**config.mk**
```make
export PLATFORM = sky130hd
export DESIGN_NAME = cache_ctrl_nway
export DESIGN_NICKNAME = d
export VERILOG_FILES = /design/src/rtl/cache_pkg.sv /design/src/rtl/cache_ctrl_nway_chk.sv /design/src/rtl/cache_plru.sv /design/src/rtl/cache_ctrl_nway.sv
export SDC_FILE = /design/constraint.sdc
export NUM_CORES = 1
export LEC_CHECK = 0
export ABC_AREA = 1
export CAP_MARGIN = 20
export CORE_ASPECT_RATIO = 1.2
export CORE_MARGIN = 2
export CORE_UTILIZATION = 50
export CTS_BUF_LIST = sky130_fd_sc_hd__clkbuf_16
export CTS_CLUSTER_SIZE = 16
export DETAILED_ROUTE_END_ITERATION = 7
export GPL_ROUTABILITY_DRIVEN = 0
export PLACE_DENSITY = 0.95
export SETUP_SLACK_MARGIN = 0.3
export SYNTH_ARGS = -nofsm -noshare
export SYNTH_HDL_FRONTEND = slang
export SYNTH_SLANG_ARGS = --single-unit
```
**constraint.sdc**
```tcl
create_clock -name clk -period 3.9 [get_ports clk]
set_input_delay 1.17 -clock clk [delete_from_list [all_inputs] [get_ports clk]]
set_output_delay 1.17 -clock clk [all_outputs]
set_load 0.01 [all_outputs]
```
**src/rtl/cache_pkg.sv**
```systemverilog
// Shared types and helpers for the N-way cache controller.
// Holds the controller state encoding and the tree pseudo-LRU helpers.
// The helpers work on a fixed 7-bit tree, which covers up to 8 ways.
// Callers pass the tree depth, $clog2(WAYS), as the levels argument.
package cache_pkg;

  typedef enum logic [1:0] {
    ST_IDLE      = 2'd0,
    ST_RESP_GAP  = 2'd1,
    ST_WRITEBACK = 2'd2,
    ST_FILL      = 2'd3
  } cache_state_e;

  localparam int PLRU_MAX_BITS = 7;
  localparam int WAY_IDX_MAX_W = 3;

  // Walk the tree from the root. A node bit of 0 selects the lower half.
  function automatic logic [WAY_IDX_MAX_W-1:0] plru_victim(
    input logic [PLRU_MAX_BITS-1:0] bits,
    input int                       levels
  );
    logic [2:0] node;
    logic [2:0] way;
    logic       b;
    node = 3'd0;
    way  = 3'd0;
    for (int lvl = 0; lvl < 3; lvl++) begin
      if (lvl < levels) begin
        b    = bits[node];
        way  = {way[1:0], b};
        node = {node[1:0], 1'b0} + 3'd1 + {2'b00, b};
      end else begin
        b = 1'b0;
      end
    end
    return way;
  endfunction

  // Make every node on the accessed way's path point away from that way.
  function automatic logic [PLRU_MAX_BITS-1:0] plru_update(
    input logic [PLRU_MAX_BITS-1:0] bits,
    input logic [WAY_IDX_MAX_W-1:0] way,
    input int                       levels
  );
    logic [PLRU_MAX_BITS-1:0] nb;
    logic [2:0]               node;
    logic [2:0]               w;
    logic                     d;
    nb   = bits;
    node = 3'd0;
    w    = way;
    // Left-align the way index so that its path bits come out MSB first.
    for (int k = 0; k < 3; k++) begin
      if (k >= levels) begin
        w = {w[1:0], 1'b0};
      end else begin
        w = w;
      end
    end
    for (int lvl = 0; lvl < 3; lvl++) begin
      if (lvl < levels) begin
        d        = w[2];
        nb[node] = ~d;
        node     = {node[1:0], 1'b0} + 3'd1 + {2'b00, d};
        w        = {w[1:0], 1'b0};
      end else begin
        d = 1'b0;
      end
    end
    return nb;
  endfunction

endpackage

```
**src/rtl/cache_ctrl_nway_chk.sv**
```systemverilog
// Protocol checks for cache_ctrl_nway.
// Only one way may report a hit when the controller samples way_hit.
module cache_ctrl_nway_chk #(
  parameter int WAYS = 4
) (
  input logic            clk,
  input logic            rst,
  input logic            chk_en,
  input logic [WAYS-1:0] way_hit
);

  a_hit_onehot: assert property (@(posedge clk) disable iff (rst)
    chk_en |-> $onehot0(way_hit))
    else $error("cache_ctrl_nway: more than one way_hit bit set");

endmodule

```
**src/rtl/cache_plru.sv**
```systemverilog
// Per-set tree pseudo-LRU state: one read port and one update port.
// Both ports use set_idx.
module cache_plru
  import cache_pkg::*;
#(
  parameter int WAYS = 4,
  parameter int SETS = 16
) (
  input  logic                    clk,
  input  logic                    rst,
  input  logic [$clog2(SETS)-1:0] set_idx,
  input  logic                    upd_en,
  input  logic [$clog2(WAYS)-1:0] upd_way,
  output logic [$clog2(WAYS)-1:0] victim_way
);
  localparam int WW = $clog2(WAYS);

  logic [WAYS-2:0]              plru_q [SETS];
  logic [PLRU_MAX_BITS-1:0]     cur_bits_s;
  logic [PLRU_MAX_BITS-1:0]     new_bits_s;
  logic [WAY_IDX_MAX_W-1:0]     vic_s;
  logic                         unused_plru_s;

  // Read the indexed tree and compute its victim and its updated value.
  always_comb begin
    cur_bits_s = PLRU_MAX_BITS'(plru_q[set_idx]);
    vic_s      = plru_victim(cur_bits_s, WW);
    new_bits_s = plru_update(cur_bits_s, WAY_IDX_MAX_W'(upd_way), WW);
  end

  assign victim_way    = vic_s[WW-1:0];
  assign unused_plru_s = ^{vic_s, new_bits_s};

  // PLRU storage: cleared by reset, written on an access update.
  always_ff @(posedge clk) begin
    if (rst) begin
      for (int s = 0; s < SETS; s++) begin
        plru_q[s] <= '0;
      end
    end else if (upd_en) begin
      plru_q[set_idx] <= new_bits_s[WAYS-2:0];
    end else begin
      plru_q[set_idx] <= plru_q[set_idx];
    end
  end

endmodule

```
**src/rtl/cache_ctrl_nway.sv**
```systemverilog
// Control FSM for a write-back, write-allocate, WAYS-way set-associative L1.
// Victims are chosen by lowest invalid way, else by tree PLRU (cache_plru).
// The optional macro CACHE_PERF_CNT_EN enables the hit/miss/writeback counters.
// Without that macro, hit_cnt, miss_cnt and wb_cnt are tied to 0.
module cache_ctrl_nway
  import cache_pkg::*;
#(
  parameter int WAYS  = 4,
  parameter int SETS  = 16,
  parameter int CNT_W = 32
) (
  input  logic                    clk,
  input  logic                    rst,
  input  logic                    mem_read,
  input  logic                    mem_write,
  input  logic [$clog2(SETS)-1:0] set_idx,
  input  logic [WAYS-1:0]         way_hit,
  input  logic [WAYS-1:0]         way_valid,
  input  logic [WAYS-1:0]         way_dirty,
  input  logic                    pmem_resp,
  output logic                    mem_resp,
  output logic                    pmem_read,
  output logic                    pmem_write,
  output logic                    pmem_addr_sel,
  output logic [$clog2(WAYS)-1:0] way_sel,
  output logic                    data_we,
  output logic                    data_src_sel,
  output logic                    tag_we,
  output logic                    dirty_set,
  output logic                    dirty_clr,
  output logic [CNT_W-1:0]        hit_cnt,
  output logic [CNT_W-1:0]        miss_cnt,
  output logic [CNT_W-1:0]        wb_cnt
);
  localparam int WW = $clog2(WAYS);

  cache_state_e   state_q, state_d;
  logic [WW-1:0]  victim_q, victim_d;
  logic           refill_q, refill_d;   // next IDLE hit is a fill's re-check

  logic           req_s;
  logic [WW-1:0]  hit_way_s;
  logic [WW-1:0]  inv_way_s;
  logic           any_inv_s;
  logic [WW-1:0]  plru_way_s;
  logic [WW-1:0]  victim_s;
  logic           victim_dirty_s;
  logic           plru_upd_en_s;
  logic [WW-1:0]  plru_upd_way_s;
  logic           hit_evt_s, miss_evt_s, wb_evt_s;

  assign req_s     = mem_read | mem_write;
  assign any_inv_s = ~(&way_valid);

  // Lowest-index hit way and lowest-index invalid way.
  always_comb begin
    hit_way_s = '0;
    inv_way_s = '0;
    for (int i = WAYS - 1; i >= 0; i--) begin
      if (way_hit[i]) begin
        hit_way_s = WW'(i);
      end else begin
        hit_way_s = hit_way_s;
      end
      if (!way_valid[i]) begin
        inv_way_s = WW'(i);
      end else begin
        inv_way_s = inv_way_s;
      end
    end
  end

  assign victim_s       = any_inv_s ? inv_way_s : plru_way_s;
  assign victim_dirty_s = way_valid[victim_s] & way_dirty[victim_s];

  cache_plru #(.WAYS(WAYS), .SETS(SETS)) u_plru (
    .clk        (clk),
    .rst        (rst),
    .set_idx    (set_idx),
    .upd_en     (plru_upd_en_s),
    .upd_way    (plru_upd_way_s),
    .victim_way (plru_way_s)
  );

  cache_ctrl_nway_chk #(.WAYS(WAYS)) u_chk (
    .clk     (clk),
    .rst     (rst),
    .chk_en  ((state_q == ST_IDLE) && req_s),
    .way_hit (way_hit)
  );

  // State, latched victim and re-check flag registers.
  always_ff @(posedge clk) begin
    if (rst) begin
      state_q  <= ST_IDLE;
      victim_q <= '0;
      refill_q <= 1'b0;
    end else begin
      state_q  <= state_d;
      victim_q <= victim_d;
      refill_q <= refill_d;
    end
  end

  // Next-state and combinational outputs from state plus inputs.
  always_comb begin
    state_d        = state_q;
    victim_d       = victim_q;
    refill_d       = refill_q;
    mem_resp       = 1'b0;
    pmem_read      = 1'b0;
    pmem_write     = 1'b0;
    pmem_addr_sel  = 1'b0;
    way_sel        = '0;
    data_we        = 1'b0;
    data_src_sel   = 1'b0;
    tag_we         = 1'b0;
    dirty_set      = 1'b0;
    dirty_clr      = 1'b0;
    plru_upd_en_s  = 1'b0;
    plru_upd_way_s = '0;
    hit_evt_s      = 1'b0;
    miss_evt_s     = 1'b0;
    wb_evt_s       = 1'b0;
    case (state_q)
      ST_IDLE: begin
        refill_d = 1'b0;
        if (req_s && (|way_hit)) begin
          way_sel        = hit_way_s;
          mem_resp       = 1'b1;
          data_we        = mem_write;
          dirty_set      = mem_write;
          plru_upd_en_s  = 1'b1;
          plru_upd_way_s = hit_way_s;
          hit_evt_s      = ~refill_q;
          state_d        = ST_RESP_GAP;
        end else if (req_s) begin
          victim_d   = victim_s;
          miss_evt_s = 1'b1;
          state_d    = victim_dirty_s ? ST_WRITEBACK : ST_FILL;
        end else begin
          state_d = ST_IDLE;
        end
      end
      ST_WRITEBACK: begin
        pmem_write    = 1'b1;
        pmem_addr_sel = 1'b1;
        way_sel       = victim_q;
        if (pmem_resp) begin
          wb_evt_s = 1'b1;
          state_d  = ST_FILL;
        end else begin
          state_d = ST_WRITEBACK;
        end
      end
      ST_FILL: begin
        pmem_read = 1'b1;
        way_sel   = victim_q;
        if (pmem_resp) begin
          data_we        = 1'b1;
          data_src_sel   = 1'b1;
          tag_we         = 1'b1;
          dirty_clr      = 1'b1;
          plru_upd_en_s  = 1'b1;
          plru_upd_way_s = victim_q;
          refill_d       = 1'b1;
          state_d        = ST_IDLE;
        end else begin
          state_d = ST_FILL;
        end
      end
      ST_RESP_GAP: begin
        state_d = ST_IDLE;
      end
      default: begin
        state_d = ST_IDLE;
      end
    endcase
  end

`ifdef CACHE_PERF_CNT_EN
  logic [CNT_W-1:0] hit_cnt_q, miss_cnt_q, wb_cnt_q;

  // Performance counters; they wrap at 2^CNT_W.
  always_ff @(posedge clk) begin
    if (rst) begin
      hit_cnt_q  <= '0;
      miss_cnt_q <= '0;
      wb_cnt_q   <= '0;
    end else begin
      hit_cnt_q  <= hit_cnt_q  + CNT_W'(hit_evt_s);
      miss_cnt_q <= miss_cnt_q + CNT_W'(miss_evt_s);
      wb_cnt_q   <= wb_cnt_q   + CNT_W'(wb_evt_s);
    end
  end

  assign hit_cnt  = hit_cnt_q;
  assign miss_cnt = miss_cnt_q;
  assign wb_cnt   = wb_cnt_q;
`else
  logic unused_cnt_s;
  assign unused_cnt_s = ^{hit_evt_s, miss_evt_s, wb_evt_s};
  assign hit_cnt      = '0;
  assign miss_cnt     = '0;
  assign wb_cnt       = '0;
`endif

endmodule

```
Yosys cells after proc, flatten, opt, wreduce, memory -nomap -nowiden
Memories as Yosys holds them, arrays and structs flattened.
Index checks and enable logic that the tools add are counted.
- register bits after elaboration: 4
- memory bits (writable): 48
- output and inout bits: 107
- memories: 1
- memory list (memory ; depth ; width ; read ports ; clocked after Yosys merged registers in ; wr ports ; line ; text):
    u_plru.plru_q ; 16 ; 3 ; 1 ; 0 ; 16 ; cache_plru.sv:18 ; logic [WAYS-2:0] plru_q [SETS];
- add/sub/neg operators: 2
- magnitude comparators: 4
- equal/unequal tests: 3
- multiplexer cells: 50
- bitwise operators: 6
- reductions and logical operators: 8
- operator list (operator ; count):
    2-bit two-way mux ; 14
    1-bit two-way mux ; 23
    3-bit by 4-bit less-than comparator with 1-bit output, second input constant ; 2
    2-bit one-hot mux with 2 select lines ; 2
    2-bit one-hot mux with 4 select lines ; 1
    7-bit bitwise mux ; 1
    3-bit two-way mux ; 2
    1-bit by 1-bit adder with 2-bit output, first input constant ; 2
    1-bit binary-select mux with 2-bit select ; 2
    2-bit equality test, second input constant ; 2
    4-bit two-way mux ; 1
    1-bit one-hot mux with 2 select lines ; 2
    4-bit AND reduction ; 1
    4-bit OR reduction ; 1
    1-bit binary-select mux with 3-bit select ; 1
    1-bit demux with 3-bit select ; 1
    3-bit by 1-bit >= comparator with 1-bit output, second input constant ; 1
    2-bit by 3-bit less-than comparator with 1-bit output, second input constant ; 1
    1-bit NOT ; 3
    3-bit AND reduction ; 1
    3-bit OR reduction ; 1
    2-bit by 1-bit equality test with 1-bit output, second input constant ; 1
    1-bit logical AND ; 2
    2-bit zero test ; 1
    other kinds (3) ; 4

Depth between registers and ports, before layout
- depth in word-level cells: 14
- gate-level depth with buffers: 20

By module
A second synthesis with hierarchy kept.
- cells, all modules: 465
- area, all modules: 3696.0 µm²
- by module, submodules not included (module ; times used ; cells an instance ; area each (µm²) ; seq. area each (µm²)):
    cache_plru ; 1 ; 288 ; 2502.4 ; 1441.4
    cache_ctrl_nway ; 1 ; 177 ; 1193.6 ; 80.1

Worst setup path before layout
Ideal clock, no wire load.
- kind: input-to-output
- from: in mem_write
- to: out data_we
- data arrival time: 1.804 ns
- slack: 0.926 ns
- stages: 5
- buffers on the path: 0
- path through: o21a_1 -> nand2_1 -> inv_1 -> nand2_1 -> a21oi_1
- cells in the longest elaborated chain, start to end: 4
- ends and longest elaborated chain (what ; line ; text):
    start, declared ; cache_ctrl_nway.sv:15 ; input logic mem_write,
    1-bit bitwise OR ; cache_ctrl_nway.sv:52 ; assign req_s = mem_read | mem_write;
    1-bit logical AND ; cache_ctrl_nway.sv:128 ; if (req_s && (|way_hit)) begin
    1-bit two-way mux (*) ; cache_ctrl_nway.sv:128 ;
    1-bit one-hot mux with 2 select lines (*) ; cache_ctrl_nway.sv:125 ; case (state_q)
    end, declared ; cache_ctrl_nway.sv:26 ; output logic data_we,
Mark *: on every way between the ends. The rest lies on a longest branch, timed or not.

Final worst setup path
- from: in mem_read
- to: out way_sel[0]
- cells in the longest elaborated chain, start to end: 4
- ends and longest elaborated chain (what ; line ; text):
    start, declared ; cache_ctrl_nway.sv:14 ; input logic mem_read,
    1-bit bitwise OR ; cache_ctrl_nway.sv:52 ;
    1-bit logical AND ; cache_ctrl_nway.sv:128 ;
    2-bit two-way mux ; cache_ctrl_nway.sv:128 ;
    2-bit one-hot mux with 2 select lines ; cache_ctrl_nway.sv:125 ;
    end, declared ; cache_ctrl_nway.sv:25 ; output logic [$clog2(WAYS)-1:0] way_sel,
No other way between the ends.

==> reports/qor.yml <==
run_status:
  status: "completed"
logic_synthesis:
  synth_edf_count: 48
  yosys-top-cells-area: "edfxtp_1 39%, buf_4 20%, nand2_1 18%"
  synth-main-ff-cell: "edfxtp_1"
  synth_area_mm2: 0.00367
  ys_ff_latch: 52
  synth_top_area_share_pct: 39.3
  ys_warn_count: 0
  ys_seq_area_share_pct: 41.5
  yosys.area.top_type: "edfxtp_1"
  synthCells: 478
  yosys.cell_types.count: 26
  postSynthAreaPerCell_um2: 7.67
  synth-async-reset-ratio_pct: 0
power_and_ir_drop:
  ir_worst_vdd_uv: 354
  switchingPower_uw: 369
  power.density_mw_per_mm2: 355
  pwr-share-seq_pct: 46.6
  p_clk_share_pct: 35.3
  p_int_uw: 1010
  p_sw_share_pct: 26.8
  power_leakage_uw: 0.00196
  power_frac_comb_pct: 18.1
finish:
  area_growth_pct: 5.87
  nNetsFinal: 537
  post-route-util_pct: 54.0
  layout_commonest_cell: "nand2_1"
  insertedDiodeCount: 0
  final_cell_mix: "174 x nand2_1, 96 x conb_1, 63 x nor2_1, 48 x edfxtp_1, 25 x inv_1"
  drive_gt1_share_pct: 8.38
grt:
  grt_pass1_wl_mm: 11.5
  grt_pass1_vias: 2688
  grt-ovfl-total: 0
  grtUsageTotal_pct: 18.5
  grt_max_degree: 23
  antenna_found_initial: 0
worst_setup_path:
  slowest_stage: "clkdlybuf4s50_1"
  crit_path_cell_trace: "clkdlybuf4s50_1 -> o21a_1 -> nand2_2 -> buf_4 -> nor2_2 -> a21oi_1 -> nor2_1 -> clkbuf_2"
  cp.required_ns: 2.73
  cp_max_fo: 3
  critical_path_class: "input port to primary output"
  worst-path-buf-inv: 3
  critPathTopFamily: "buffers and inverters"
  startpoint_type: "input port"
  end_kind: "primary output"
  crit_arrival_ns: 2.45
  cp_slowest_stage_delay_ns: 0.46
detailed_routing:
  drt-pass1-iter-count: 5
  final_antenna_net_count: 0
  drc: 0
  routedWlPerCell_um: 12.4
  totalWireLength_mm: 7.46
  viasPerCell: 4.84
  via_count: 2916
  drtIter0Drc: 159
clock_network:
  hold_buffers: 0
  clk_pin_slew_ns: 0.07
  root_buffer: "clkbuf_16"
  numCtsBuffers: 5
  clock-sinks: 52
  worstSkewPairLatency_ns: 0.29
  cts_tree: "done"
  cts.htree.levels: 2
  ctsLongestPathBuffers: 2
floorplanning:
  die_x_um: 82.2
  coreArea_mm2: 0.00719
  fp.dieH_um: 97.8
  rows: 34
  die_area_mm2: 0.00804
  num_io_pins: 128
  start_util_pct: 51.0
sta:
  setup_viol: 0
  period_needed_ns: 3.62
  finClkSkew_ns: 0.00601
  finalCritPeriodShare_pct: 92.8
  rsz0062_at_grt: "true"
  max_freq_mhz: 276
  tightest_slew_ns: 0.575
  drv_slew: 0
  max-slew-margin-rel_pct: 61.3
  final.setup.tns_ns: 0
  finalHoldViolations: 0
worst_hold_path:
  hold_class: "register to register"
placement:
  port-buffer-count: 31
  dp_hpwl_mm: 5.27
run:
  cap_violations: 0
area by class of cell:
cell class,count,area [um^2]
Fill cell,599,3310
Multi-Input combinational cell,381,1580
Sequential cell,52,1520
Timing Repair Buffer,43,394
Clock buffer,5,125
Tap cell,90,113
Inverter,29,111
Clock inverter,3,42.5
through the flow:
step	power, uW	setup WS (ns)	hold slack (ns)	area (um^2)	std cells
after floorplan	891	0.926	0.458	4030	573
after global placement	880	0.0326	0.477	3670	591
after detailed placement	890	-0.0356	0.502	3670	591
after CTS	1360	0.257	0.513	3840	599
after global routing	1430	0.219	0.528	3880	603
final	1380	0.282	0.520	3880	603
power groups by stage:
stage	registers [uW]	clock network, uW	logic [uW]
5_1_grt	643	512	279
3_3_place_gp	651	0	228
3_5_place_dp	653	0	237
4_1_cts	641	485	237
2_1_floorplan	650	0	240
6_report	641	486	250
final timing paths:
path / from / end / slack, ns / depth (start not counted)
max: mem_read / way_sel[0] / 0.28 / 8
min: victim_q[1] / victim_q[1] / 0.52 / 2
max reg2reg: state_q[0] / u_plru.plru_q[0][1] / 1.66 / 12
min reg2reg: victim_q[1] / victim_q[1] / 0.52 / 2
synth_stat cells (2+ instances only):
master / instances
nand2_2: 3
dfxtp_1: 4
a21oi_2: 2
edfxtp_1: 48
o21ai_0: 4
nor2_1: 65
inv_1: 26
nand3_1: 8
buf_6: 5
nand2_1: 176
buf_4: 100
nor3_1: 3
or2_2: 2
inv_2: 2
a21oi_1: 11
buf_2: 4
clkbuf_1: 2
ha_1: 4
nor2_2: 2
tightest hold or removal path, cell delays in order (launching register included):
cell and delay (ns):
dfxtp_1 0.33, nand2_1 0.08, a21oi_1 0.06
sequential cells by signal, summed over array words and instances (netlist names):
name / flops
state_q: 2
victim_q: 2
u_plru.plru_q: 48
layer usage:
layer / wire [um] / GRT usage, % / vias to the layer above
met3: 630 / 2.96 / 39
met5: 0 / 0 / -
met4: 358 / 10.6 / 0
met2: 3940 / 32.9 / 213
li1: - / - / 1363
met1: 2530 / 20.0 / 1301
kinds of logic (layout without fill, tap and decap cells):
family                     after synthesis  in the layout  share of synthesized area (%)
and+or+nand+nor                        261            261                           27.7
adders and majority gates                4              4                           1.36
DFF                                     52             52                           41.5
AOI/OAI and AO/OA                       20             20                           3.55
other                                    1             96                          0.102
buffers and inverters                  140             80                           25.8
what timing repair did:
item                                    CTS  global route
endpoints found under the setup margin    8             4
setup buffers                             0             4
gates cloned                              0             0
gates resized for setup                  13            13
pin swaps                                 0             4
Power figures use the tool's default switching activity.
